===== config.mk =====
export PLATFORM = sky130hd
export DESIGN_NAME = uart_tx_ser
export DESIGN_NICKNAME = d
export VERILOG_FILES = /design/src/rtl/uart_tx_ser.sv
export SDC_FILE = /design/constraint.sdc
export NUM_CORES = 1
export LEC_CHECK = 0
export CORE_MARGIN = 2
export CORE_UTILIZATION = 30
export CTS_BUF_LIST = sky130_fd_sc_hd__clkbuf_4 sky130_fd_sc_hd__clkbuf_8 sky130_fd_sc_hd__clkbuf_16
export CTS_CLUSTER_DIAMETER = 30
export DETAILED_ROUTE_END_ITERATION = 6
export GPL_ROUTABILITY_DRIVEN = 1
export GPL_TIMING_DRIVEN = 0
export PLACE_DENSITY_LB_ADDON = 0.1
export SYNTH_ARGS = -nofsm -noshare
export SYNTH_HDL_FRONTEND = slang
export SYNTH_SLANG_ARGS = --single-unit

===== constraint.sdc =====
create_clock -name clk -period 2.1 [get_ports clk]
set_clock_uncertainty 0.1 [all_clocks]
set_input_delay 0.315 -clock clk [delete_from_list [all_inputs] [get_ports clk]]
set_output_delay 0.315 -clock clk [all_outputs]
set_load 0.1 [all_outputs]

===== src/rtl/uart_tx_ser.sv =====
// UART transmit serializer: one word per valid/ready handshake, sent LSB-first
// as start, data, optional parity and stop bits, one bit per baud_trig_tx tick.
module uart_tx_ser #(
  parameter int unsigned DBIT      = 8,
  parameter int unsigned STOP_BITS = 1
) (
  input  logic            clk,
  input  logic            rst,
  input  logic            baud_trig_tx,
  input  logic [DBIT-1:0] tx_data,
  input  logic            tx_valid,
  output logic            tx_ready,
  input  logic            par_en,
  input  logic            par_odd,
  output logic            tx,
  output logic            tx_busy,
  output logic            tx_done
);

  localparam int unsigned   CW        = $clog2(DBIT);
  localparam logic [CW-1:0] LAST_BIT  = CW'(DBIT - 1);
  localparam logic          STOP_LAST = 1'(STOP_BITS - 1);

  typedef enum logic [2:0] {
    IDLE,
    ARM,
    START,
    DATA,
    PARITY,
    STOP
  } state_t;

  state_t          state;
  logic [DBIT-1:0] shreg;
  logic            par_q;
  logic            par_bit;
  logic [CW-1:0]   bit_cnt;
  logic            stop_cnt;
  logic            accept;

  assign accept = tx_valid & tx_ready;

  always_ff @(posedge clk or negedge rst) begin
    if (!rst) begin
      state    <= IDLE;
      shreg    <= '0;
      par_q    <= 1'b0;
      par_bit  <= 1'b0;
      bit_cnt  <= '0;
      stop_cnt <= 1'b0;
      tx       <= 1'b1;
      tx_ready <= 1'b1;
      tx_busy  <= 1'b0;
      tx_done  <= 1'b0;
    end else begin
      tx_done <= 1'b0;
      case (state)
        // tx_ready stays low for the first IDLE cycle after a frame, so it
        // rises the cycle after tx_done.
        IDLE: begin
          tx <= 1'b1;
          if (accept) begin
            shreg    <= tx_data;
            par_q    <= par_en;
            par_bit  <= ^tx_data ^ par_odd;
            tx_ready <= 1'b0;
            tx_busy  <= 1'b1;
            state    <= ARM;
          end else begin
            tx_ready <= 1'b1;
          end
        end
        ARM: begin
          if (baud_trig_tx) begin
            tx    <= 1'b0;
            state <= START;
          end
        end
        START: begin
          if (baud_trig_tx) begin
            tx      <= shreg[0];
            bit_cnt <= '0;
            state   <= DATA;
          end
        end
        // The word shifts right so the next data bit is always at index 1.
        DATA: begin
          if (baud_trig_tx) begin
            if (bit_cnt != LAST_BIT) begin
              bit_cnt <= bit_cnt + 1'b1;
              tx      <= shreg[1];
              shreg   <= shreg >> 1;
            end else if (par_q) begin
              tx    <= par_bit;
              state <= PARITY;
            end else begin
              tx       <= 1'b1;
              stop_cnt <= 1'b0;
              state    <= STOP;
            end
          end
        end
        PARITY: begin
          if (baud_trig_tx) begin
            tx       <= 1'b1;
            stop_cnt <= 1'b0;
            state    <= STOP;
          end
        end
        STOP: begin
          tx <= 1'b1;
          if (baud_trig_tx) begin
            if (stop_cnt != STOP_LAST) begin
              stop_cnt <= stop_cnt + 1'b1;
            end else begin
              tx_done <= 1'b1;
              tx_busy <= 1'b0;
              state   <= IDLE;
            end
          end
        end
        default: begin
          tx      <= 1'b1;
          tx_busy <= 1'b0;
          state   <= IDLE;
        end
      endcase
    end
  end

endmodule


==> impl_metrics.py, run 1 <==
metrics = {
    "worst_setup_path": {
        "worstSetupPathType": "register to output pin",
        "path_max_fanout": 4,
        "reg2reg_from": "bit_cnt[0]",
        "cp.required_ns": 1.68,
        "crit_path_start": "tx_ready",
        "worstRegToRegCells": 7,
        "crit_family": "buffers and inverters",
        "path_buf_inv": 1,
        "crit_path_start_kind": "register",
        "reg2reg_to": "shreg[2]",
        "worstPathCellList": "clkdlybuf4s15_1",
        "slowest_stage": "clkdlybuf4s15_1",
        "endpoint_kind": "output pin",
        "critPathArrivalTime_ns": 1.63,
        "reg2reg_slack_ns": 0.19,
        "cpPeakStageDelay_ns": 0.82,
    },
    "sta": {
        "min_period_over_period_pct": 97.2,
        "setup_viol": 0,
        "fmax_mhz": 490,
        "fin_setup_tns_ns": 0,
        "maxSlewHeadroom_pct": 34.7,
        "hold_viol_final": 0,
        "rsz0062_at_grt": "no",
        "whs_ns": 0.375,
        "drv_slew": 0,
        "min_period_ns": 2.04,
        "worst_pin_slew_ns": 0.976,
    },
    "global_routing": {
        "grt_antenna_before_repair": 0,
        "grt_use_total_pct": 13.9,
        "grtUsageMet2_pct": 23.0,
        "grt_pass1_wl_mm": 4.53,
        "met3_usage_pct": 3.60,
        "grt.busiest_layer": "met2",
        "overflow": 0,
        "grt_max_degree": 21,
        "grt_use_met1_pct": 18.3,
        "grt_pass1_vias": 952,
    },
    "floorplanning": {
        "die-area_um2": 4300,
        "core_area_um2": 3660,
        "fp.dieH_um": 65.6,
        "ios": 18,
        "fp-row-count": 22,
        "die_w_um": 65.6,
        "initial_core_util_pct": 31.1,
    },
    "worst_hold_path": {
        "hold_path.class": "register to register",
        "hp-start": "par_q",
        "hold_end": "state[0]",
        "min_path_cells": 1,
    },
    "synth": {
        "ys_seq_area_share_pct": 44.2,
        "ys_warn_count": 0,
        "synth_area_per_cell_um2": 9.18,
        "synth_seq_cells": 20,
        "synth_top_area_cell": "dfrtp_1",
        "yosysTopAreaCellShare_pct": 39.6,
        "synthDistinctLibCells": 35,
        "synthCells": 124,
        "syn_area_um2": 1140,
        "syn-num-nets": 140,
        "synth_edf_count": 0,
        "synthArstFlopShare_pct": 100,
        "synth.area.top_cells": "dfrtp_1 40%, a21oi_1 7.0%, nand3b_1 6.6%, o21ai_0 6.2%, dfstp_2 4.6%",
        "ys.flop_type": "dfrtp_1",
    },
    "power": {
        "max-vdd-ir-drop_mv": 0.460,
        "p_int_mw": 1.06,
        "p_clk_share_pct": 13.0,
        "seqPwrFrac_pct": 34.8,
        "combPwrFrac_pct": 52.1,
        "power.leakage_nw": 0.586,
        "switching_share_pct": 44.4,
        "power_density_nw_per_um2": 1350,
        "p_switching_uw": 851,
    },
    "drt": {
        "drt_iter0_markers": 55,
        "wl_mm": 2.57,
        "wl_per_cell_um": 13.4,
        "first_pass_iters": 4,
        "antenna_left": 0,
        "viasPerCell": 4.84,
        "drc": 0,
        "routed-via-count": 929,
    },
    "final_layout": {
        "final_util_pct": 38.9,
        "syn2layout_area_growth_pct": 25.1,
        "fin_cells": 192,
        "diodes": 0,
        "fin_nets": 162,
        "drive_gt1_share_pct": 9.03,
    },
    "job": {
        "maxCapViolations": 0,
    },
    "place": {
        "placed_cells": 189,
        "hpwl_mm": 1.86,
        "place_congestion": 0.750,
        "io_buffers": 17,
    },
    "clock_tree": {
        "cts_setup_buffers": 0,
        "hold_buffers": 0,
        "path_clk_slew_ns": 0.07,
        "htree_levels": 1,
        "clk_latency_ns": 0.25,
        "numCtsBuffers": 3,
        "cts.sinks": 20,
        "cts_buffer_depth": 2,
        "root_buffer": "clkbuf_8",
        "cts_tree": "done",
    },
    "run_status": {
        "status": "finished clean",
    },
}
-- power by group through the flow --
| stage | combinational, mW | clock [mW] | sequential, mW |
|---|---|---|---|
| after global placement | 0.990 | 0 | 0.669 |
| final | 0.999 | 0.250 | 0.667 |
| after CTS | 0.989 | 0.264 | 0.666 |
| after floorplan | 0.583 | 0 | 0.841 |
| after detailed placement | 1.00 | 0 | 0.673 |
| after global routing | 1.12 | 0.285 | 0.689 |
-- synthesized netlist by cell type, types with 3 or more instances --
cell type	number
dfrtp_1	18
a21oi_1	16
o21ai_0	14
nor2_1	12
nand3b_1	10
nand2_1	8
clkbuf_1	5
xnor2_1	4
nor2b_1	3
-- worst max path at each step --
stage | depth (start not counted) | end
CTS | 1 | tx_ready
floorplan | 4 | par_q
detailed placement | 7 | shreg[3]
global placement | 7 | shreg[3]
finish | 1 | tx_ready
global route | 1 | tx_ready
-- cell families after synthesis --
logic type | synth area share (%)
DFF | 44.2
and+or+nand+nor | 23.2
AOI/OAI and AO/OA | 18.7
buffers and inverters | 3.85
muxes | 1.32
adders and majority gates | 2.20
xor gates and xnor gates | 6.59
-- stage by stage --
stage	power (mW)	setup slack [ns]	area [µm²]
after global placement	1.66	-0.111	1370
after floorplan	1.42	0.128	1140
after global routing	2.09	0.0153	1420
after CTS	1.92	0.0125	1410
after detailed placement	1.67	-0.0906	1370
final	1.92	0.0578	1420
-- layout make-up --
cell class,count,area [µm²]
multi-input cells,94,607
repair buffers,17,168
fillers,389,2240
well taps,48,60.1
inverters,2,7.51
clock buffers,3,41.3
plain buffers,8,37.5
flip-flops and latches,20,503
-- registers in the layout (all words and copies together) (netlist names) --
name	flops
bit_cnt	3
par_bit	1
par_q	1
shreg	8
state	3
tx	1
tx_busy	1
tx_done	1
tx_ready	1
-- cell usage in the layout, fill, tap and decap left out, types with 2 or more instances in the layout --
master,netlist,layout
xnor2_1,4,4
clkdlybuf4s15_1,0,2
clkbuf_8,0,3
nor2_1,12,12
ha_1,2,2
dfstp_2,2,2
nor3b_1,2,2
xor2_1,2,2
nand2_1,8,8
nand3b_1,10,10
and3b_1,2,2
a21oi_1,16,14
clkdlybuf4s50_1,0,13
o21ai_0,14,14
inv_1,2,2
clkbuf_1,5,4
dlygate4sd2_1,0,2
dfrtp_1,18,18
nor2b_1,3,3
buf_2,2,3
o211ai_1,2,2
-- what timing repair did --
| action | 4_1_cts | 5_1_grt |
|---|---|---|
| endpoints found under the setup margin | 11 | 9 |
| pin swaps | 0 | 1 |
| gates resized for setup | 5 | 7 |
-- routing by layer --
metal  part of all wire [%]  wire [µm]
met5                      0          0
met4                   0.54         14
met3                    4.0        104
met2                     45       1160
met1                     50       1290
Note: power is estimated with default switching activity, not from simulation.
==> inputs of run 2 (changes only) <==
Settings changed: GPL_TIMING_DRIVEN 0 to not set.
==> impl_metrics.py, run 2 (synthesis gave the netlist of run 1 again) <==
metrics = {
    "worst_setup_path": {
        "crit_path_start_kind": "register",
        "reg2reg_from": "bit_cnt[0]",
        "cp.required_ns": 2.14,
        "critPathArrivalTime_ns": 1.95,
        "crit_family": "adder cells",
        "cpPeakStageDelay_ns": 0.42,
        "endpoint_kind": "register",
        "path_buf_inv": 1,
        "crit_path_start": "bit_cnt[0]",
        "endpoint": "shreg[3]",
        "slowest_stage": "dfrtp_1",
        "reg2reg_slack_ns": 0.19,
        "reg2reg_to": "shreg[3]",
        "worstSetupPathType": "register to register",
        "worstRegToRegCells": 6,
        "cp.depth": 6,
        "path_max_fanout": 12,
        "worstPathCellList": "ha_1 > ha_1 > or2_2 > a21oi_1 > buf_4 > a21oi_1",
    },
    "final_layout": {
        "diodes": 0,
        "fin_area_um2": 1460,
        "syn2layout_area_growth_pct": 28.6,
        "final_common_cell": "dfrtp_1",
        "top_register": "shreg",
        "layout_common_cells": "18 x dfrtp_1, 16 x a21oi_1, 14 x o21ai_0",
        "reg_top3": "shreg x8, bit_cnt x3, state x3",
        "regArea_um2": 503,
        "fin_cells": 191,
        "final.fill_count": 373,
        "drive_gt1_share_pct": 12.6,
        "fin_nets": 160,
        "largest_reg_flops": 8,
        "multi_input_area_um2": 592,
    },
    "place": {
        "place_congestion": 0.731,
        "placed_cells": 187,
        "pre_cts_ws_ns": 0.211,
        "hpwl_mm": 1.80,
        "dpl_cell_area_um2": 1390,
        "io_buffers": 17,
    },
    "worst_hold_path": {
        "hold_path.class": "input pin to async pin",
    },
    "sta": {
        "rsz0062_at_grt": "no",
        "layout_setup_ws_ns": 0.187,
        "worst_pin_slew_ns": 0.475,
        "maxSlewHeadroom_pct": 68.3,
        "hold_viol_final": 0,
        "min_period_over_period_pct": 91.1,
        "fin_setup_tns_ns": 0,
        "setup_viol": 0,
        "fmax_mhz": 523,
        "drv_slew": 0,
        "min_period_ns": 1.91,
    },
    "floorplanning": {
        "ios": 18,
        "fp-row-count": 22,
        "initial_core_util_pct": 31.1,
        "core_area_um2": 3660,
        "die_w_um": 65.6,
        "die-area_um2": 4300,
        "fp.dieH_um": 65.6,
    },
    "global_routing": {
        "grt_pass1_vias": 906,
        "grt_use_met1_pct": 16.4,
        "grt_max_degree": 21,
        "grtUsageMet2_pct": 21.6,
        "grt_antenna_before_repair": 0,
        "grt_pass1_wl_mm": 4.20,
        "met3_usage_pct": 3.25,
        "grt_use_total_pct": 12.7,
        "grt.busiest_layer": "met2",
        "overflow": 0,
    },
    "drt": {
        "wl_per_cell_um": 12.9,
        "antenna_left": 0,
        "viasPerCell": 4.93,
        "drt_iter0_markers": 39,
        "drc": 0,
        "first_pass_iters": 6,
        "routed-via-count": 942,
        "wl_mm": 2.47,
    },
    "power": {
        "max-vdd-ir-drop_mv": 0.702,
        "power_density_nw_per_um2": 1440,
        "power.leakage_nw": 0.612,
    },
    "clock_tree": {
        "root_buffer": "clkbuf_8",
        "cts_setup_buffers": 0,
        "cts_buffer_depth": 2,
        "cts_resized": 0,
        "htree_levels": 1,
        "cts.sinks": 20,
        "numCtsBuffers": 3,
        "clk_latency_ns": 0.26,
        "hold_buffers": 0,
        "cts_tree": "done",
        "path_clk_slew_ns": 0.08,
    },
    "run_status": {
        "status": "finished clean",
    },
    "job": {
        "maxCapViolations": 0,
    },
}
[run 2: worst reg2reg max path: cells and delay by family (launching register included)]
family,cells,cell delay (ns)
flip-flops,1,0.42
AO/OA/AOI/OAI,2,0.22
AND/OR/NAND/NOR,1,0.34
buffers and inverters,1,0.18
adder cells (fa/ha/maj),2,0.53
[run 2: worst min path at each step]
stage,slack [ns],endpoint,depth (start not counted)
final,0.29,shreg[4],2
after global routing,0.33,shreg[4],2
after CTS,0.30,shreg[4],2
after detailed placement,0.37,state[0],1
after global placement,0.37,state[0],1
after floorplan,-0.08,bit_cnt[0],0
[run 2: metrics by stage]
| stage | power, mW | hold WS (ns) | util (%) |
|---|---|---|---|
| 6_report | 2.11 | 0.286 | 40.0 |
| 5_1_grt | 2.27 | 0.326 | 40.0 |
| 4_1_cts | 2.13 | 0.303 | 40.0 |
| 3_5_place_dp | 1.74 | 0.375 | 38.0 |
| 3_3_place_gp | 1.72 | 0.373 | 38.0 |
| 2_1_floorplan | 1.42 | -0.0806 | - |
[run 2: area by class of cell]
type	count	share of cell area, %
sequential	20	34.4
clock buffer	3	2.82
clock inverter	1	2.05
tap	48	4.10
multi-input combinational	94	40.4
timing repair buffer	23	15.7
inverter	2	0.513
[run 2: layer usage]
metal / up-vias / routed length (µm)
met2: 19 / 1130
met5: - / 0
met4: 0 / 17
met3: 2 / 99
li1: 479 / -
met1: 442 / 1220
[run 2: where the power goes]
group / internal (mW) / switching (mW)
sequential: 0.558 / 0.129
combinational: 0.436 / 0.604
clock: 0.254 / 0.132
==> inputs of run 3 (changes only) <==
Settings changed: ABC_CLOCK_PERIOD_IN_PS set to 2100, TNS_END_PERCENT set to 50.
==> results of run 3 <==
Final layout, timing and power as in run 2 (identical DEF).
